==> config.mk <==
export PLATFORM = sky130hd
export DESIGN_NAME = l0_loader
export DESIGN_NICKNAME = d
export VERILOG_FILES = /design/src/rtl/l0_loader.sv
export SDC_FILE = /design/constraint.sdc
export NUM_CORES = 1
export LEC_CHECK = 0
export CORE_UTILIZATION = 46
export CTS_CLUSTER_DIAMETER = 150
export CTS_CLUSTER_SIZE = 25
export DETAILED_ROUTE_END_ITERATION = 10
export PLACE_DENSITY = 0.84
export SLEW_MARGIN = 20
export SYNTH_ARGS = -nofsm -noshare
export SYNTH_HDL_FRONTEND = slang
export SYNTH_SLANG_ARGS = --single-unit
==> constraint.sdc <==
create_clock -name clk -period 5.71 [get_ports clk]
set_clock_uncertainty 0.05 [all_clocks]
set_input_delay 1.4275 -clock clk [delete_from_list [all_inputs] [get_ports clk]]
set_output_delay 1.4275 -clock clk [all_outputs]
set_load 0.01 [all_outputs]
==> src/rtl/l0_loader.sv <==
// l0_loader: upstream feeder for the row-parallel L0 input buffer.
//
// A start command in IDLE captures base_addr, len and stream_en.
// LOAD then reads len consecutive row*bw-bit vectors from the activation SRAM
// and writes them into L0 in address order.
// L0 backpressure is absorbed by a one-entry skid register.
// When stream_en was set, STREAM pulses l0_rd for len cycles.
// FLUSH then waits row cycles so the last staggered row read completes.
// DONE raises done for one cycle before the block returns to IDLE.
//
// Ports
//   clk, reset   clock; synchronous active-high reset
//   start        command pulse, only sampled in IDLE
//   base_addr    first SRAM address of the command
//   len          vector count; values above 64 saturate to 64
//   stream_en    1 = run the STREAM/FLUSH phases after the load
//   mem_rd_en    SRAM read request (data appears on mem_dout next cycle)
//   mem_addr     SRAM read address
//   mem_dout     SRAM read data
//   l0_ready     L0 can accept a write this cycle
//   l0_wr, l0_in L0 write strobe and data (l0_in is 0 when l0_wr is low)
//   l0_rd        L0 read strobe
//   busy         high in every state except IDLE
//   done         one-cycle completion pulse
module l0_loader #(
  parameter int row    = 8,
  parameter int bw     = 4,
  parameter int addr_w = 11,
  parameter int len_w  = 7
) (
  input  logic                clk,
  input  logic                reset,
  input  logic                start,
  input  logic [addr_w-1:0]   base_addr,
  input  logic [len_w-1:0]    len,
  input  logic                stream_en,
  output logic                mem_rd_en,
  output logic [addr_w-1:0]   mem_addr,
  input  logic [row*bw-1:0]   mem_dout,
  input  logic                l0_ready,
  output logic                l0_wr,
  output logic [row*bw-1:0]   l0_in,
  output logic                l0_rd,
  output logic                busy,
  output logic                done
);

  localparam int vec_w   = row * bw;
  localparam int max_len = 64;
  localparam int fl_w    = (row > 1) ? $clog2(row) : 1;

  typedef enum logic [2:0] {IDLE, LOAD, STREAM, FLUSH, DONE} state_t;

  state_t               state;
  logic [addr_w-1:0]    base_q;
  logic [len_w-1:0]     len_q;
  logic                 stream_q;
  logic [len_w-1:0]     issued;
  logic [len_w-1:0]     written;
  logic [len_w-1:0]     stream_cnt;
  logic [fl_w-1:0]      flush_cnt;
  logic                 rd_pending;
  logic                 skid_valid;
  logic [vec_w-1:0]     skid;

  logic                 in_load;
  logic                 issue;
  logic                 ret_wr;
  logic                 drain_wr;
  logic                 wr;
  logic [len_w-1:0]     written_nxt;
  logic                 load_fin;

  // Lengths beyond the L0 FIFO depth are clamped to the depth.
  function automatic logic [len_w-1:0] sat_len(input logic [len_w-1:0] l);
    if (l > len_w'(max_len))
      return len_w'(max_len);
    return l;
  endfunction

  // ---- read issue / return path (combinational, gated by reset so an abort
  //      takes effect in the reset cycle itself) ----
  always_comb begin
    in_load  = (state == LOAD) && !reset;
    // No read while the skid is occupied or L0 is stalled, so returning
    // data can always either be written or parked in the empty skid.
    issue    = in_load && l0_ready && !skid_valid && (issued < len_q);
    ret_wr   = in_load && rd_pending && l0_ready;
    drain_wr = in_load && skid_valid && l0_ready;
    wr       = ret_wr || drain_wr;

    mem_rd_en = issue;
    mem_addr  = issue ? (base_q + addr_w'(issued)) : '0;

    l0_wr = wr;
    if (drain_wr)
      l0_in = skid;
    else if (ret_wr)
      l0_in = mem_dout;
    else
      l0_in = '0;

    written_nxt = wr ? (written + 1'b1) : written;
    load_fin    = (written_nxt == len_q);

    l0_rd = (state == STREAM) && !reset;
    busy  = (state != IDLE) && !reset;
    done  = (state == DONE) && !reset;
  end

  // ---- control state ----
  always_ff @(posedge clk) begin
    if (reset) begin
      state      <= IDLE;
      issued     <= '0;
      written    <= '0;
      stream_cnt <= '0;
      flush_cnt  <= '0;
      rd_pending <= 1'b0;
      skid_valid <= 1'b0;
    end else begin
      case (state)
        IDLE: begin
          if (start) begin
            base_q     <= base_addr;
            len_q      <= sat_len(len);
            stream_q   <= stream_en;
            issued     <= '0;
            written    <= '0;
            rd_pending <= 1'b0;
            skid_valid <= 1'b0;
            // A zero-length command spends one cycle in LOAD with nothing
            // to issue, then exits straight to DONE.
            state      <= LOAD;
          end
        end
        LOAD: begin
          if (issue)
            issued <= issued + 1'b1;
          rd_pending <= issue;
          if (rd_pending && !l0_ready)
            skid_valid <= 1'b1;
          else if (drain_wr)
            skid_valid <= 1'b0;
          written <= written_nxt;
          if (load_fin) begin
            stream_cnt <= '0;
            state      <= (stream_q && (len_q != '0)) ? STREAM : DONE;
          end
        end
        STREAM: begin
          if (stream_cnt == len_q - 1'b1) begin
            flush_cnt <= '0;
            state     <= FLUSH;
          end else begin
            stream_cnt <= stream_cnt + 1'b1;
          end
        end
        FLUSH: begin
          if (flush_cnt == fl_w'(row - 1))
            state <= DONE;
          else
            flush_cnt <= flush_cnt + 1'b1;
        end
        DONE: begin
          state <= IDLE;
        end
        default: state <= IDLE;
      endcase
    end
  end

  // ---- skid data register (no reset; qualified by skid_valid) ----
  always_ff @(posedge clk) begin
    if (in_load && rd_pending && !l0_ready)
      skid <= mem_dout;
  end

endmodule
==> results.ini, run 1 <==
[final_layout]
stdcell_count=617
final_layout_size_suffix_gt1_share_pct=6.48
layout_common_cells=102 x clkdlybuf4s50_1, 51 x edfxtp_1, 34 x a22o_1
diodes=0
fill_cells=725
nets=579
layout_commonest_cell=clkdlybuf4s50_1
area_growth_pct=30.5

[clocking]
hold_buffers=0
cts_sinks=80
cts_htree_levels=3
clkSlewWorstSetupHoldPaths_ns=0.08
clockBufferDepth=2
numCtsBuffers=9
root_buffer=clkbuf_8
cts_tree=yes
clock_latency_ns=0.36

[global_routing]
grt_pass1_vias=3384
antenna_found_initial=0
grt_pass1_wl_mm=16.1
grt_overflow=0
track_usage_pct=20.9
grt_max_degree=34

[timing]
final_hold_viol_count=0
grt_setup_unrepaired=no
period_minus_slack_ns=5.45
drv_slew=0
period_share_pct=95.5
slew_headroom_pct=50.0
finalSetupTns_ns=0
worst_pin_slew_ns=0.745
finalSetupViolCount=0
fmax_mhz=183

[placement]
place_inst=601
dp_hpwl_mm=7.26
place_congestion=0.904
portBuffers=102

[detailed_routing]
drt_iter0_markers=243
dr.pass1.iters=5
remaining_drc_errors=0
routedWlPerCell_microns=15.9
ant_nets=0
wl_mm=9.83
via_per_inst=5.76
via_count=3556

[synthesis]
synth_edf_count=51
postSynthCellCount=404
synthArstFlopShare_pct=0
avgSynthCellArea_sq_um=10.7
yosys_warnings=0
synth-main-ff-cell=edfxtp_1
ys_seq_elements=80
synth_cell_types=55
synth_area_sq_um=4310
ys_seq_area_share_pct=49.0
synth_nets=479

[worst_setup_path]
reg2regPathDepth=6
worst_setup_path_start_kind=primary input
cp-end-kind=output pin
crit_required_ns=4.23
path_max_fanout=14
r2r_slack_ns=2.60
criticalPathCategory=primary input to output pin
critical_path_arrival_ns=3.97

[min_path]
hold_depth=2
hp-class=flip-flop to flip-flop

[run]
maxCapViolCount=0

[floorplanning]
die_h_microns=98.8
row_count=34
start_util_pct=48.5
die_area_sq_um=9760
die_w_microns=98.8
core_sq_um=8890
io_pins=103

[power_and_ir_drop]
vdd_drop_max_v=0.000123
leakage_uw=0.00214
powerDensity_nw_per_um2=200

[run_status]
status=finished, final reports clean

-- cell type report --
| class | instances | area, sq um | share of cell area (%) |
|---|---|---|---|
| Sequential cell | 80 | 2110 | 37.6 |
| Multi-Input combinational cell | 289 | 2070 | 36.8 |
| Timing Repair Buffer | 108 | 1080 | 19.2 |
| Tap cell | 108 | 135 | 2.40 |
| Clock buffer | 9 | 124 | 2.20 |
| Inverter | 16 | 60.1 | 1.07 |
| Clock inverter | 7 | 46.3 | 0.823 |
-- power by group --
part | internal (uW) | switching, uW
combinational | 64.7 | 52.8
clock | 158 | 213
sequential | 626 | 12.7
-- per-stage QoR --
step	cell area, sq um	setup slack, ns	utilization (%)	hold slack (ns)	power (uW)
global route	5620	0.0783	63.3	0.439	1170
global placement	5440	0.216	61.2	0.397	764
detailed placement	5440	0.157	61.2	0.410	768
floorplan	4310	0.806	-	0.388	700
CTS	5610	0.130	63.1	0.420	1130
finish	5620	0.259	63.3	0.416	1130
-- final timing paths --
path	start	end
worst max-delay path	reset	mem_addr[8]
worst min register to register	flush_cnt[1]$_SDFFE_PP0P_	flush_cnt[1]$_SDFFE_PP0P_
worst min-delay path	flush_cnt[1]$_SDFFE_PP0P_	flush_cnt[1]$_SDFFE_PP0P_
worst max register to register	state[0]$_SDFFE_PP0P_	stream_cnt[5]$_SDFFE_PP0P_
-- cells by family after synthesis --
| logic type | Yosys count | synth area share, % |
|---|---|---|
| xor gates and xnor gates | 29 | 5.89 |
| DFF | 80 | 49.0 |
| buffers and inverters | 35 | 3.40 |
| adders and majority gates | 20 | 5.98 |
| and+or+nand+nor | 134 | 16.9 |
| muxes | 3 | 0.697 |
| AOI/OAI and AO/OA | 103 | 18.1 |
-- worst max-delay path, stage by stage --
cell             delay [ns]
clkdlybuf4s50_1        0.42
or3b_2                 0.50
nor4b_2                0.33
and2_1                 0.21
o21ai_1                0.15
buf_4                  0.23
a21oi_1                0.14
clkdlybuf4s50_1        0.56
-- sequential cells by signal, indices dropped and copies added (netlist names) --
signal      flops
skid           32
base_q         11
issued          7
len_q           7
stream_cnt      7
written         7
flush_cnt       3
state           3
rd_pending      1
skid_valid      1
stream_q        1
-- Yosys cell counts, types with 3 or more instances --
cell type  instances  area share (%)
edfxtp_1          51              36
a22o_1            34             6.9
dfxtp_1           29              13
nor2_1            28             2.4
nand2_1           21             1.8
ha_1              19             5.5
clkbuf_1          17             1.5
inv_1             16             1.4
xor2_1            16             3.3
and3_1            14             2.0
o21ai_0           13             1.5
xnor2_1           13             2.6
a21oi_1           11             1.3
nand3_1           11             1.3
nor2b_1           11             1.6
nor3_1             9             1.0
o211ai_1           6             1.0
a21o_1             5            0.87
and2_1             5            0.73
nand2b_1           5            0.73
nor4_1             5            0.73
or3_1              5            0.73
a211o_1            4            0.81
a211oi_1           4            0.70
a31oi_1            4            0.58
o2111ai_1          4            0.81
mux2i_1            3            0.70
nor4b_1            3            0.61
o31ai_1            3            0.52
or2_2              3            0.44
or4_1              3            0.52
-- repair_timing --
item,4_1_cts,5_1_grt
resized for setup,0,1
buffers inserted,0,0
setup endpoints to repair,0,5
-- layer usage --
metal  vias up  part of all wire (%)  routed length, microns  track usage (%)
met5         -                     0                       0                0
met4         0                   1.4                     137             6.20
met3        11                   6.2                     605             5.04
met2       126                    49                    4800             35.6
met1      1689                    44                    4280             26.3
li1       1730                     -                       -                -
No activity file was read; power rests on OpenSTA's default activity.
==> inputs of run 2 (changes only) <==
- CORE_MARGIN: unset -> 2
- GPL_ROUTABILITY_DRIVEN: unset -> 0
==> run 2 against run 1 <==
Cell count increased by 0.49%. Count of clock-buffer cells in the layout stayed put. First-iteration DRC count fell by 3.3%. Wire length is 0.81% higher. Design area increased by 0.51%. Highest routed layer unchanged. Non-clock buffer count unchanged. Critical path depth unchanged. Register-to-register slack worse by 0.05 ns. Sequential cell count unchanged.
==> results.ini, run 2 (same netlist as run 1, synthesis figures left out) <==
[timing]
final_hold_viol_count=0
finalSetupTns_ns=0
fmax_mhz=184
holdWs_ns=0.419
worst_pin_slew_ns=0.773
slew_headroom_pct=48.1
period_minus_slack_ns=5.43
drv_slew=0
finalSetupViolCount=0
period_share_pct=95.1
grt_setup_unrepaired=no

[placement]
dpl_cell_area_sq_um=5450
portBuffers=102
dp_hpwl_mm=7.21

[worst_setup_path]
cp_slowest_cell=clkdlybuf4s50_1
r2r_slack_ns=2.55
critical_path_arrival_ns=3.95
cp-end-kind=output pin
rr_startpoint=len_q[1]$_SDFFCE_PN0P_
cp_common_cell=clkdlybuf4s50_1
criticalPathCategory=primary input to output pin
reg2regPathDepth=8
reg2reg_to=flush_cnt[1]$_SDFFE_PP0P_
worst_setup_path_start_kind=primary input
path_max_fanout=17
critPathMaxStageDelay_ns=0.55
worstPathCellList=clkdlybuf4s50_1 > or3b_2 > nor4b_1 > and2_1 > o21ai_1 > buf_4 > a21oi_1 > clkdlybuf4s50_1
crit_required_ns=4.23

[final_layout]
reg_top3=skid: 32 flops, base_q: 11 flops
final_area_sq_um=5650
final_layout_size_suffix_gt1_share_pct=6.48
nets=579
seq_area_sq_um=2110
area_growth_pct=31.2
largest_reg_flops=32
layout_commonest_cell=clkdlybuf4s50_1
top_register=skid
multi_input_area_sq_um=2060
fill_cells=731
diodes=0
layout_common_cells=102 x clkdlybuf4s50_1, 51 x edfxtp_1, 34 x a22o_1

[floorplanning]
die_h_microns=101
die_w_microns=101
core_sq_um=9150
die_area_sq_um=10200
row_count=35
start_util_pct=47.1
io_pins=103

[detailed_routing]
ant_nets=0
remaining_drc_errors=0
via_count=3535
routedWlPerCell_microns=16.0
wl_mm=9.91
dr.pass1.iters=5
via_per_inst=5.70
drt_iter0_markers=235

[power_and_ir_drop]
pwr-share-clk_pct=36.3
seq_power_share_pct=53.8
power_uw=1190
vdd_drop_max_v=0.000161
leakage_uw=0.00215
internal_power_uw=897
powerDensity_nw_per_um2=210
p_comb_share_pct=9.8
swShare_pct=24.4
power.switching_uw=290

[run]
maxCapViolCount=0

[clocking]
cts_tree=yes
clock_latency_ns=0.35
cts_htree_levels=3
clockBufferDepth=2
ctsResizeCount=0
numCtsBuffers=9
clkSlewWorstSetupHoldPaths_ns=0.08
root_buffer=clkbuf_8
hold_buffers=0
cts_sinks=80
post-cts-setup-buffers=0

[global_routing]
grt_overflow=0
grt_pass1_wl_mm=16.3
antenna_found_initial=0
grt_pass1_vias=3441
track_usage_pct=20.1
grt_max_degree=34

[run_status]
status=finished, final reports clean

[min_path]
holdPathEnd=flush_cnt[2]$_SDFFE_PP0P_
hp-class=flip-flop to flip-flop
hold_depth=2
min_from=flush_cnt[2]$_SDFFE_PP0P_

-- run 2: cell types whose count changed in the layout (fill, tap and decap cells not counted) --
cell	delta
clkinvlp_4	+1
inv_8	+1
bufinv_16	+1
clkinv_1	-1
clkinv_2	-1
nor4b_1	+1
nor4b_2	-1
clkinv_4	-1
-- run 2: critical path: cells and delay by family --
kind	cells	cell delay (ns)
AOI/OAI and AO/OA	2	0.23
buffers and inverters	3	1.22
and+or+nand+nor	3	1.08
-- run 2: layout make-up --
| type | count | share of cell area (%) |
|---|---|---|
| Sequential cell | 80 | 37.4 |
| Timing Repair Buffer | 108 | 19.1 |
| Clock buffer | 9 | 2.19 |
| Inverter | 16 | 1.06 |
| Clock inverter | 7 | 1.37 |
| Tap cell | 111 | 2.46 |
| Multi-Input combinational cell | 289 | 36.5 |
-- run 2: worst max-delay path by stage --
stage	start	endpoint	slack, ns
floorplan	reset	skid[0]$_DFFE_PP_	0.81
global placement	reset	l0_in[16]	0.27
detailed placement	reset	l0_in[19]	0.26
CTS	reset	l0_in[19]	0.24
global route	reset	mem_addr[8]	0.11
finish	reset	mem_addr[8]	0.28
-- run 2: power by group through the flow --
stage / Sequential (uW) / Combinational, uW / Clock [uW]
2_1_floorplan: 646 / 54.4 / 0
3_3_place_gp: 651 / 112 / 0
3_5_place_dp: 651 / 116 / 0
4_1_cts: 638 / 117 / 440
5_1_grt: 640 / 129 / 465
6_report: 639 / 117 / 431
-- run 2: layer usage --
metal  up-vias  share of wire [%]  GRT usage [%]
met5         -                  0              0
met3        21                4.2           3.33
met1      1672                 43           25.8
met2       117                 50           33.7
met4         0                2.4           8.54
li1       1725                  -              -
-- run 2: metrics by stage --
step                std cells  worst slack, ns  util, %
floorplan                 404            0.806        -
global placement          604            0.271     59.5
detailed placement        604            0.256     59.5
CTS                       620            0.244     61.7
global route              620            0.105     61.8
finish                    620            0.282     61.8
